===== src/rtl/vga_sync_generator_pkg.sv =====
// Shared timing types, default 640x480 mode and small helpers for the VGA sync generator.
package vga_sync_generator_pkg;

    localparam int DEFAULT_COLOR_W = 4;

    typedef struct packed {
        int active;
        int fp;
        int sync;
        int bp;
    } vga_timing_t;

    typedef struct packed {
        vga_timing_t h;
        vga_timing_t v;
    } vga_mode_t;

    localparam vga_mode_t VGA_640x480 = '{
        h: '{640, 16, 96, 48},
        v: '{480, 10, 2, 33}
    };

    // Width of one colour sample as seen by the output monitor.
    typedef struct packed {
        logic [DEFAULT_COLOR_W-1:0] r;
        logic [DEFAULT_COLOR_W-1:0] g;
        logic [DEFAULT_COLOR_W-1:0] b;
    } rgb_t;

    // One slot of the latency-alignment pipe.
    typedef struct packed {
        logic active;
        logic hs;
        logic vs;
        logic first;
    } pipe_stage_t;

    function automatic int total(input vga_timing_t t);
        return t.active + t.fp + t.sync + t.bp;
    endfunction

    function automatic int width_of(input int n);
        return (n <= 2) ? 1 : $clog2(n);
    endfunction

endpackage


===== src/rtl/vga_sync_generator_if.sv =====
// Pixel-request / colour-return bus and VGA pin bundle of the sync generator.
interface vga_sync_generator_if #(
    parameter int X_W     = 10,
    parameter int Y_W     = 9,
    parameter int COLOR_W = 4
);
    logic               pixel_req;
    logic [X_W-1:0]     pixel_x;
    logic [Y_W-1:0]     pixel_y;
    logic [COLOR_W-1:0] src_r;
    logic [COLOR_W-1:0] src_g;
    logic [COLOR_W-1:0] src_b;
    logic               HSync;
    logic               VSync;
    logic [COLOR_W-1:0] RED;
    logic [COLOR_W-1:0] GREEN;
    logic [COLOR_W-1:0] BLUE;
    logic               frame_start;

    modport master (
        output pixel_req, pixel_x, pixel_y,
        output HSync, VSync, RED, GREEN, BLUE, frame_start,
        input  src_r, src_g, src_b
    );

    modport slave (
        input  pixel_req, pixel_x, pixel_y,
        input  HSync, VSync, RED, GREEN, BLUE, frame_start,
        output src_r, src_g, src_b
    );
endinterface


===== src/rtl/vga_sync_generator_axis_counter.sv =====
// One raster axis counter: advances on inc, wraps to 0 after TOTAL-1, idles at 0.
module vga_axis_counter
    import vga_sync_generator_pkg::*;
#(
    parameter int WIDTH = 10,
    parameter int TOTAL = 800
) (
    input  logic             clk,
    input  logic             rst,
    input  logic             en,
    input  logic             inc,
    output logic [WIDTH-1:0] cnt,
    output logic             wrap
);
    assign wrap = (cnt == WIDTH'(TOTAL - 1));

    always_ff @(posedge clk) begin
        if (rst || !en) begin
            cnt <= '0;
        end else if (inc) begin
            cnt <= wrap ? '0 : cnt + WIDTH'(1);
        end
    end
endmodule


===== src/rtl/vga_sync_generator.sv =====
// Parametrised VGA timing engine: pixel-tick divider, H/V raster, pixel requests and
// sync/colour outputs delayed to match the pixel source latency.
module vga_sync_generator
    import vga_sync_generator_pkg::*;
#(
    parameter int COLOR_W  = DEFAULT_COLOR_W,
    parameter int H_ACTIVE = VGA_640x480.h.active,
    parameter int H_FP     = VGA_640x480.h.fp,
    parameter int H_SYNC   = VGA_640x480.h.sync,
    parameter int H_BP     = VGA_640x480.h.bp,
    parameter int V_ACTIVE = VGA_640x480.v.active,
    parameter int V_FP     = VGA_640x480.v.fp,
    parameter int V_SYNC   = VGA_640x480.v.sync,
    parameter int V_BP     = VGA_640x480.v.bp,
    parameter bit HS_POL   = 1'b0,
    parameter bit VS_POL   = 1'b0,
    parameter int CLK_DIV  = 4,
    parameter int PIPE     = 1
) (
    input  logic clk,
    input  logic rst,
    input  logic en,
    vga_sync_generator_if.master vga
);
    localparam int H_TOT = total(vga_timing_t'{H_ACTIVE, H_FP, H_SYNC, H_BP});
    localparam int V_TOT = total(vga_timing_t'{V_ACTIVE, V_FP, V_SYNC, V_BP});
    localparam int H_W   = width_of(H_TOT);
    localparam int V_W   = width_of(V_TOT);
    localparam int X_W   = width_of(H_ACTIVE);
    localparam int Y_W   = width_of(V_ACTIVE);
    localparam int DIV_W = width_of(CLK_DIV);

    // One spare bit keeps the region bounds exact even when an end equals 2**H_W.
    localparam logic [H_W:0] H_ACT_END = (H_W+1)'(H_ACTIVE);
    localparam logic [H_W:0] HS_START  = (H_W+1)'(H_ACTIVE + H_FP);
    localparam logic [H_W:0] HS_END    = (H_W+1)'(H_ACTIVE + H_FP + H_SYNC);
    localparam logic [V_W:0] V_ACT_END = (V_W+1)'(V_ACTIVE);
    localparam logic [V_W:0] VS_START  = (V_W+1)'(V_ACTIVE + V_FP);
    localparam logic [V_W:0] VS_END    = (V_W+1)'(V_ACTIVE + V_FP + V_SYNC);

    logic [DIV_W-1:0]   div;
    logic               tick;
    logic [H_W-1:0]     h;
    logic [V_W-1:0]     v;
    logic               h_wrap;
    logic               v_wrap;
    logic               v_inc;
    logic               at_origin;
    logic               active;
    logic               hs_raw;
    logic               vs_raw;
    pipe_stage_t        cur;
    pipe_stage_t        pipe [PIPE];
    pipe_stage_t        dly;

    logic               req_q;
    logic [X_W-1:0]     x_q;
    logic [Y_W-1:0]     y_q;
    logic               hsync_q;
    logic               vsync_q;
    logic [COLOR_W-1:0] red_q;
    logic [COLOR_W-1:0] green_q;
    logic [COLOR_W-1:0] blue_q;
    logic               frame_start_q;

    assign tick = (div == DIV_W'(CLK_DIV - 1));

    always_ff @(posedge clk) begin
        if (rst || !en) begin
            div <= '0;
        end else if (tick) begin
            div <= '0;
        end else begin
            div <= div + DIV_W'(1);
        end
    end

    assign v_inc = tick && h_wrap;

    vga_axis_counter #(.WIDTH(H_W), .TOTAL(H_TOT)) u_h_counter (
        .clk  (clk),
        .rst  (rst),
        .en   (en),
        .inc  (tick),
        .cnt  (h),
        .wrap (h_wrap)
    );

    vga_axis_counter #(.WIDTH(V_W), .TOTAL(V_TOT)) u_v_counter (
        .clk  (clk),
        .rst  (rst),
        .en   (en),
        .inc  (v_inc),
        .cnt  (v),
        .wrap (v_wrap)
    );

    // Registered origin flag instead of a wide (h==0 && v==0) compare.
    always_ff @(posedge clk) begin
        if (rst || !en) begin
            at_origin <= 1'b1;
        end else if (tick) begin
            at_origin <= h_wrap && v_wrap;
        end
    end

    assign active = ({1'b0, h} < H_ACT_END) && ({1'b0, v} < V_ACT_END);
    assign hs_raw = ({1'b0, h} >= HS_START) && ({1'b0, h} < HS_END);
    assign vs_raw = ({1'b0, v} >= VS_START) && ({1'b0, v} < VS_END);
    assign cur    = '{active: active, hs: hs_raw, vs: vs_raw, first: at_origin};
    assign dly    = pipe[PIPE-1];

    always_ff @(posedge clk) begin
        if (rst || !en) begin
            for (int i = 0; i < PIPE; i++) begin
                pipe[i] <= '0;
            end
        end else if (tick) begin
            pipe[0] <= cur;
            for (int i = 1; i < PIPE; i++) begin
                pipe[i] <= pipe[i-1];
            end
        end
    end

    // Colour and syncs change only on ticks, from the stage matching the source latency.
    always_ff @(posedge clk) begin
        if (rst || !en) begin
            req_q         <= 1'b0;
            x_q           <= '0;
            y_q           <= '0;
            hsync_q       <= ~HS_POL;
            vsync_q       <= ~VS_POL;
            red_q         <= '0;
            green_q       <= '0;
            blue_q        <= '0;
            frame_start_q <= 1'b0;
        end else begin
            req_q         <= tick && active;
            frame_start_q <= tick && dly.first;
            if (tick && active) begin
                x_q <= X_W'(h);
                y_q <= Y_W'(v);
            end
            if (tick) begin
                hsync_q <= dly.hs ? HS_POL : ~HS_POL;
                vsync_q <= dly.vs ? VS_POL : ~VS_POL;
                red_q   <= dly.active ? vga.src_r : '0;
                green_q <= dly.active ? vga.src_g : '0;
                blue_q  <= dly.active ? vga.src_b : '0;
            end
        end
    end

    assign vga.pixel_req   = req_q;
    assign vga.pixel_x     = x_q;
    assign vga.pixel_y     = y_q;
    assign vga.HSync       = hsync_q;
    assign vga.VSync       = vsync_q;
    assign vga.RED         = red_q;
    assign vga.GREEN       = green_q;
    assign vga.BLUE        = blue_q;
    assign vga.frame_start = frame_start_q;
endmodule


===== src/flat_wrapper.sv =====
// flat-port wrapper written by rule: the top's interface ports become plain ports
module vga_sync_generator_flat import vga_sync_generator_pkg::*;
#(
    parameter int COLOR_W  = DEFAULT_COLOR_W,
    parameter int H_ACTIVE = VGA_640x480.h.active,
    parameter int H_FP     = VGA_640x480.h.fp,
    parameter int H_SYNC   = VGA_640x480.h.sync,
    parameter int H_BP     = VGA_640x480.h.bp,
    parameter int V_ACTIVE = VGA_640x480.v.active,
    parameter int V_FP     = VGA_640x480.v.fp,
    parameter int V_SYNC   = VGA_640x480.v.sync,
    parameter int V_BP     = VGA_640x480.v.bp,
    parameter bit HS_POL   = 1'b0,
    parameter bit VS_POL   = 1'b0,
    parameter int CLK_DIV  = 4,
    parameter int PIPE     = 1
)
  (clk, rst, en, vga_pixel_req, vga_pixel_x, vga_pixel_y, vga_HSync, vga_VSync, vga_RED, vga_GREEN, vga_BLUE, vga_frame_start, vga_src_r, vga_src_g, vga_src_b);
  vga_sync_generator_if #(.X_W(10), .Y_W(9), .COLOR_W(COLOR_W)) vga_i ();
  input  logic clk;
  input  logic rst;
  input  logic en;
  output wire logic [$bits(vga_i.pixel_req)-1:0] vga_pixel_req;
  output wire logic [$bits(vga_i.pixel_x)-1:0] vga_pixel_x;
  output wire logic [$bits(vga_i.pixel_y)-1:0] vga_pixel_y;
  output wire logic [$bits(vga_i.HSync)-1:0] vga_HSync;
  output wire logic [$bits(vga_i.VSync)-1:0] vga_VSync;
  output wire logic [$bits(vga_i.RED)-1:0] vga_RED;
  output wire logic [$bits(vga_i.GREEN)-1:0] vga_GREEN;
  output wire logic [$bits(vga_i.BLUE)-1:0] vga_BLUE;
  output wire logic [$bits(vga_i.frame_start)-1:0] vga_frame_start;
  input wire logic [$bits(vga_i.src_r)-1:0] vga_src_r;
  input wire logic [$bits(vga_i.src_g)-1:0] vga_src_g;
  input wire logic [$bits(vga_i.src_b)-1:0] vga_src_b;
  assign vga_pixel_req = vga_i.pixel_req;
  assign vga_pixel_x = vga_i.pixel_x;
  assign vga_pixel_y = vga_i.pixel_y;
  assign vga_HSync = vga_i.HSync;
  assign vga_VSync = vga_i.VSync;
  assign vga_RED = vga_i.RED;
  assign vga_GREEN = vga_i.GREEN;
  assign vga_BLUE = vga_i.BLUE;
  assign vga_frame_start = vga_i.frame_start;
  assign vga_i.src_r = vga_src_r;
  assign vga_i.src_g = vga_src_g;
  assign vga_i.src_b = vga_src_b;
  vga_sync_generator #(.COLOR_W(COLOR_W), .H_ACTIVE(H_ACTIVE), .H_FP(H_FP), .H_SYNC(H_SYNC), .H_BP(H_BP), .V_ACTIVE(V_ACTIVE), .V_FP(V_FP), .V_SYNC(V_SYNC), .V_BP(V_BP), .HS_POL(HS_POL), .VS_POL(VS_POL), .CLK_DIV(CLK_DIV), .PIPE(PIPE)) u_core (.clk(clk), .rst(rst), .en(en), .vga(vga_i));
endmodule

===== config.mk =====
export PLATFORM = sky130hd
export DESIGN_NAME = vga_sync_generator_flat
export DESIGN_NICKNAME = d
export VERILOG_FILES = /design/src/rtl/vga_sync_generator_pkg.sv /design/src/rtl/vga_sync_generator_if.sv /design/src/rtl/vga_sync_generator_axis_counter.sv /design/src/rtl/vga_sync_generator.sv /design/src/flat_wrapper.sv
export SDC_FILE = /design/constraint.sdc
export NUM_CORES = 1
export LEC_CHECK = 0
export BUFFER_PORTS_ARGS = -buffer_cell sky130_fd_sc_hd__buf_2
export CAP_MARGIN = 5
export CORE_AREA = 4 4 75 77
export DETAILED_ROUTE_END_ITERATION = 8
export DIE_AREA = 0 0 79 81
export GPL_ROUTABILITY_DRIVEN = 0
export PLACE_DENSITY = 0.9
export REMOVE_ABC_BUFFERS = 1
export SLEW_MARGIN = 20
export SYNTH_ARGS = -nofsm -noshare
export SYNTH_HDL_FRONTEND = slang
export SYNTH_HIERARCHICAL = 1
export SYNTH_SLANG_ARGS = --single-unit
export TNS_END_PERCENT = 5

===== constraint.sdc =====
create_clock -name clk -period 3.48 [get_ports clk]
set_input_delay 0.696 -clock clk [delete_from_list [all_inputs] [get_ports clk]]
set_output_delay 0.696 -clock clk [all_outputs]
set_load 0.005 [all_outputs]

==> summary.md <==
| Metric | Value |
|---|---|
| Run status | `complete, no violations` |
| Routed WL per cell | `approximately 16 µm` |
| Total Power | `around 1.6 mW` |
| Cell Rows | `26` |
| Setup tns final | `0 ns` |
| Pre-CTS worst setup slack | `~1.0 ns` |
| Initial core utilization | `about 56%` |
| Max Cap Viol | `0` |
| CP max FO | `8` |
| Area delta synth->final | `16.6%` |
| Worst IR drop on VDD | `0.253 mV` |
| Clock latency on the worst-skew pair | `between 0.3 and 0.4 ns` |
| Final WL | `around 6600 µm` |
| Fin util | `roughly 66%` |
| First-pass GRT wire length | `about 11,000 µm` |
| Final nets | `approximately 350` |
| Die W | `79 µm` |
| Worst Path Arrival | `around 2.8 ns` |
| Root buffer cell | `clkbuf_8` |
| Minimum clock period | `2.55 ns` |
| Fin cells | `~400` |
| Worst Path Required | `~3.8 ns` |
| FF+latch count, synth | `62` |
| Max Fclk | `392 MHz` |
| Setup Buffers After CTS | `0` |
| Vias in the first global route | `between 2,000 and 2,500` |
| Setup skew after layout | `~0.011 ns` |
| CTS buffer count | `9` |
| Critical Path Source Type | `flip-flop` |
| Pwr Density | `between 400 and 500 mW/mm²` |
| HP Class | `reg -> reg` |
| Ys flop type | `dfxtp_1` |
| Setup crit end kind | `flip-flop` |
| DRT antenna net count | `0` |
| CTS sink count | `62` |
| Vert. Die Dim | `81 µm` |
| Worst setup margin | `between 0.9 and 1 ns` |
| Core Area | `roughly 0.0050 mm²` |
| Post-cts resize count | `0` |
| Vias/cell | `approximately 6.1` |
| Final Cell Area | `about 0.0033 mm²` |
| GRT overflow | `0` |
| Leading area contributor after synthesis | `dfxtp_1` |
| Worst-Margin Slew | `0.947 ns` |
| Post-cts hold buffer count | `0` |
| Synth unique cells | `54` |
| Vias post-DR | `about 2,400` |
| I/O Buffers | `49` |
| # diodes | `0` |
| Post-synth top area share | `between 40% and 50%` |
| Largest net degree at the start of global routing | `34` |
| Clock Path Buffers | `2` |
| Fin. Hold Viols | `0` |
| RSZ-0062 raised after global routing | `no` |
| Placed Cells | `approximately 390` |
| Initial DRT Pass Iterations | `5` |
| Dpl hpwl | `4200 µm` |
| Ys async rst share | `0%` |
| Top Ports | `50` |
| Post-synth EDFFs | `4` |
| Clk slew on worst S/H paths | `about 0.07 ns` |
| DIE AREA | `around 0.0064 mm²` |
| Leakage | `about 1.2 nW` |
| GRT Total Usage | `between 20 and 25%` |
| Sequential area share after synthesis | `between 40% and 50%` |
| Setup CP Type | `reg -> reg` |
| Fin Hold WS | `~0.43 ns` |
| Synth area leaders | `dfxtp_1 41%, nand4_1 4.7%, edfxtp_1 4.3%` |
| Slew headroom | `between 30% and 40%` |
| Period utilization | `73.3%` |
| Syn Area/Cell | `just under 10 µm²` |
| Final Setup Violations | `0` |
| H-tree levels | `3` |
| Initial antenna violation count | `0` |
| Drt initial violations | `between 300 and 400` |
| Ys Warns | `6` |
| CTS tree | `done` |
| Mapped Cells | `approximately 290` |
| DR DRC count | `0` |
| Mapped Area | `about 0.0028 mm²` |
| Fin. max-slew vios | `0` |
| Share of cells above drive strength 1 | `between 20% and 30%` |
| Placed cell areas | `about 0.003 mm²` |
[power breakdown]
part | leakage [nW] | switching, mW | internal (mW)
combinational | 0.554 | 0.0212 | 0.0105
clock | 0.138 | 0.286 | 0.560
sequential | 0.512 | 0.00128 | 0.720
[path summary, 6_finish.rpt]
check	start	endpoint	slack (ns)	depth (start not counted)
max	u_core/u_h_counter/cnt[4]$_SDFFE_PP0P_	u_core/u_v_counter/cnt[8]$_SDFFE_PP0P_	0.93	7
min	u_core/div[0]$_SDFF_PP0_	u_core/div[0]$_SDFF_PP0_	0.43	1
max reg2reg	u_core/u_h_counter/cnt[4]$_SDFFE_PP0P_	u_core/u_v_counter/cnt[8]$_SDFFE_PP0P_	0.93	7
min reg2reg	u_core/div[0]$_SDFF_PP0_	u_core/div[0]$_SDFF_PP0_	0.43	1
[layout by cell type (no fill, tap or decap), types with 5 or more instances in the layout]
master / count
xor2_1: 7
a21oi_1: 19
xnor2_1: 6
clkbuf_8: 11
o31ai_2: 7
buf_2: 49
a22oi_1: 11
nor3_1: 8
dfxtp_1: 58
nor2_1: 25
o31ai_1: 11
nand2_1: 18
nand4_1: 21
inv_1: 5
[synthesized netlist by cell type (all sizes together), types with 7 or more instances]
library cell	instances
o31ai	19
nor3	8
a21oi	19
dfxtp	58
nand4	23
xor2	7
nor2	26
buf	17
a22oi	11
nand2	18
[cell type report]
type / count / area (µm²)
Fill cell: 384 / 1730
Multi-Input combinational cell: 198 / 1350
Sequential cell: 62 / 1280
Timing Repair Buffer: 52 / 268
Clock buffer: 12 / 176
Clock inverter: 4 / 98.8
Tap cell: 70 / 87.6
Inverter: 5 / 18.8
[registers in the layout (all words and copies together) (netlist names)]
signal,cells
u_core/at_origin,1
u_core/div,2
u_core/pipe,4
u_core/u_h_counter/cnt,10
u_core/u_v_counter/cnt,10
u_core/vga.BLUE,4
u_core/vga.GREEN,4
u_core/vga.HSync,1
u_core/vga.RED,4
u_core/vga.VSync,1
u_core/vga.frame_start,1
u_core/vga.pixel_req,1
u_core/vga.pixel_x,10
u_core/vga.pixel_y,9
[metal layers]
layer	global-route usage [%]	vias up	wire [µm]	share of wire (%)
li1	-	1145	-	-
met3	4.21	18	445	6.7
met5	0	-	0	0
met4	12.7	0	189	2.9
met2	35.2	120	3290	50
met1	26.2	1159	2690	41
[critical path: stages, from the launching register on]
cell and delay (ns):
dfxtp_1 0.46, nand2_1 0.13, nor4b_2 0.30, and4_1 0.25
and2_1 0.34, nand4_2 0.22, or4_4 0.57, a211oi_2 0.21
[kinds of logic (layout without fill, tap and decap cells)]
family / after synthesis / in the layout / synth area share, %
fa+ha+maj: 4 / 4 / 1.78
flops: 62 / 62 / 45.5
xor+xnor: 13 / 13 / 4.05
mux: 2 / 2 / 0.711
buf+inv: 27 / 73 / 6.45
compound gates: 66 / 66 / 17.9
simple gates: 113 / 113 / 23.6
Power figures use the tool's default switching activity.
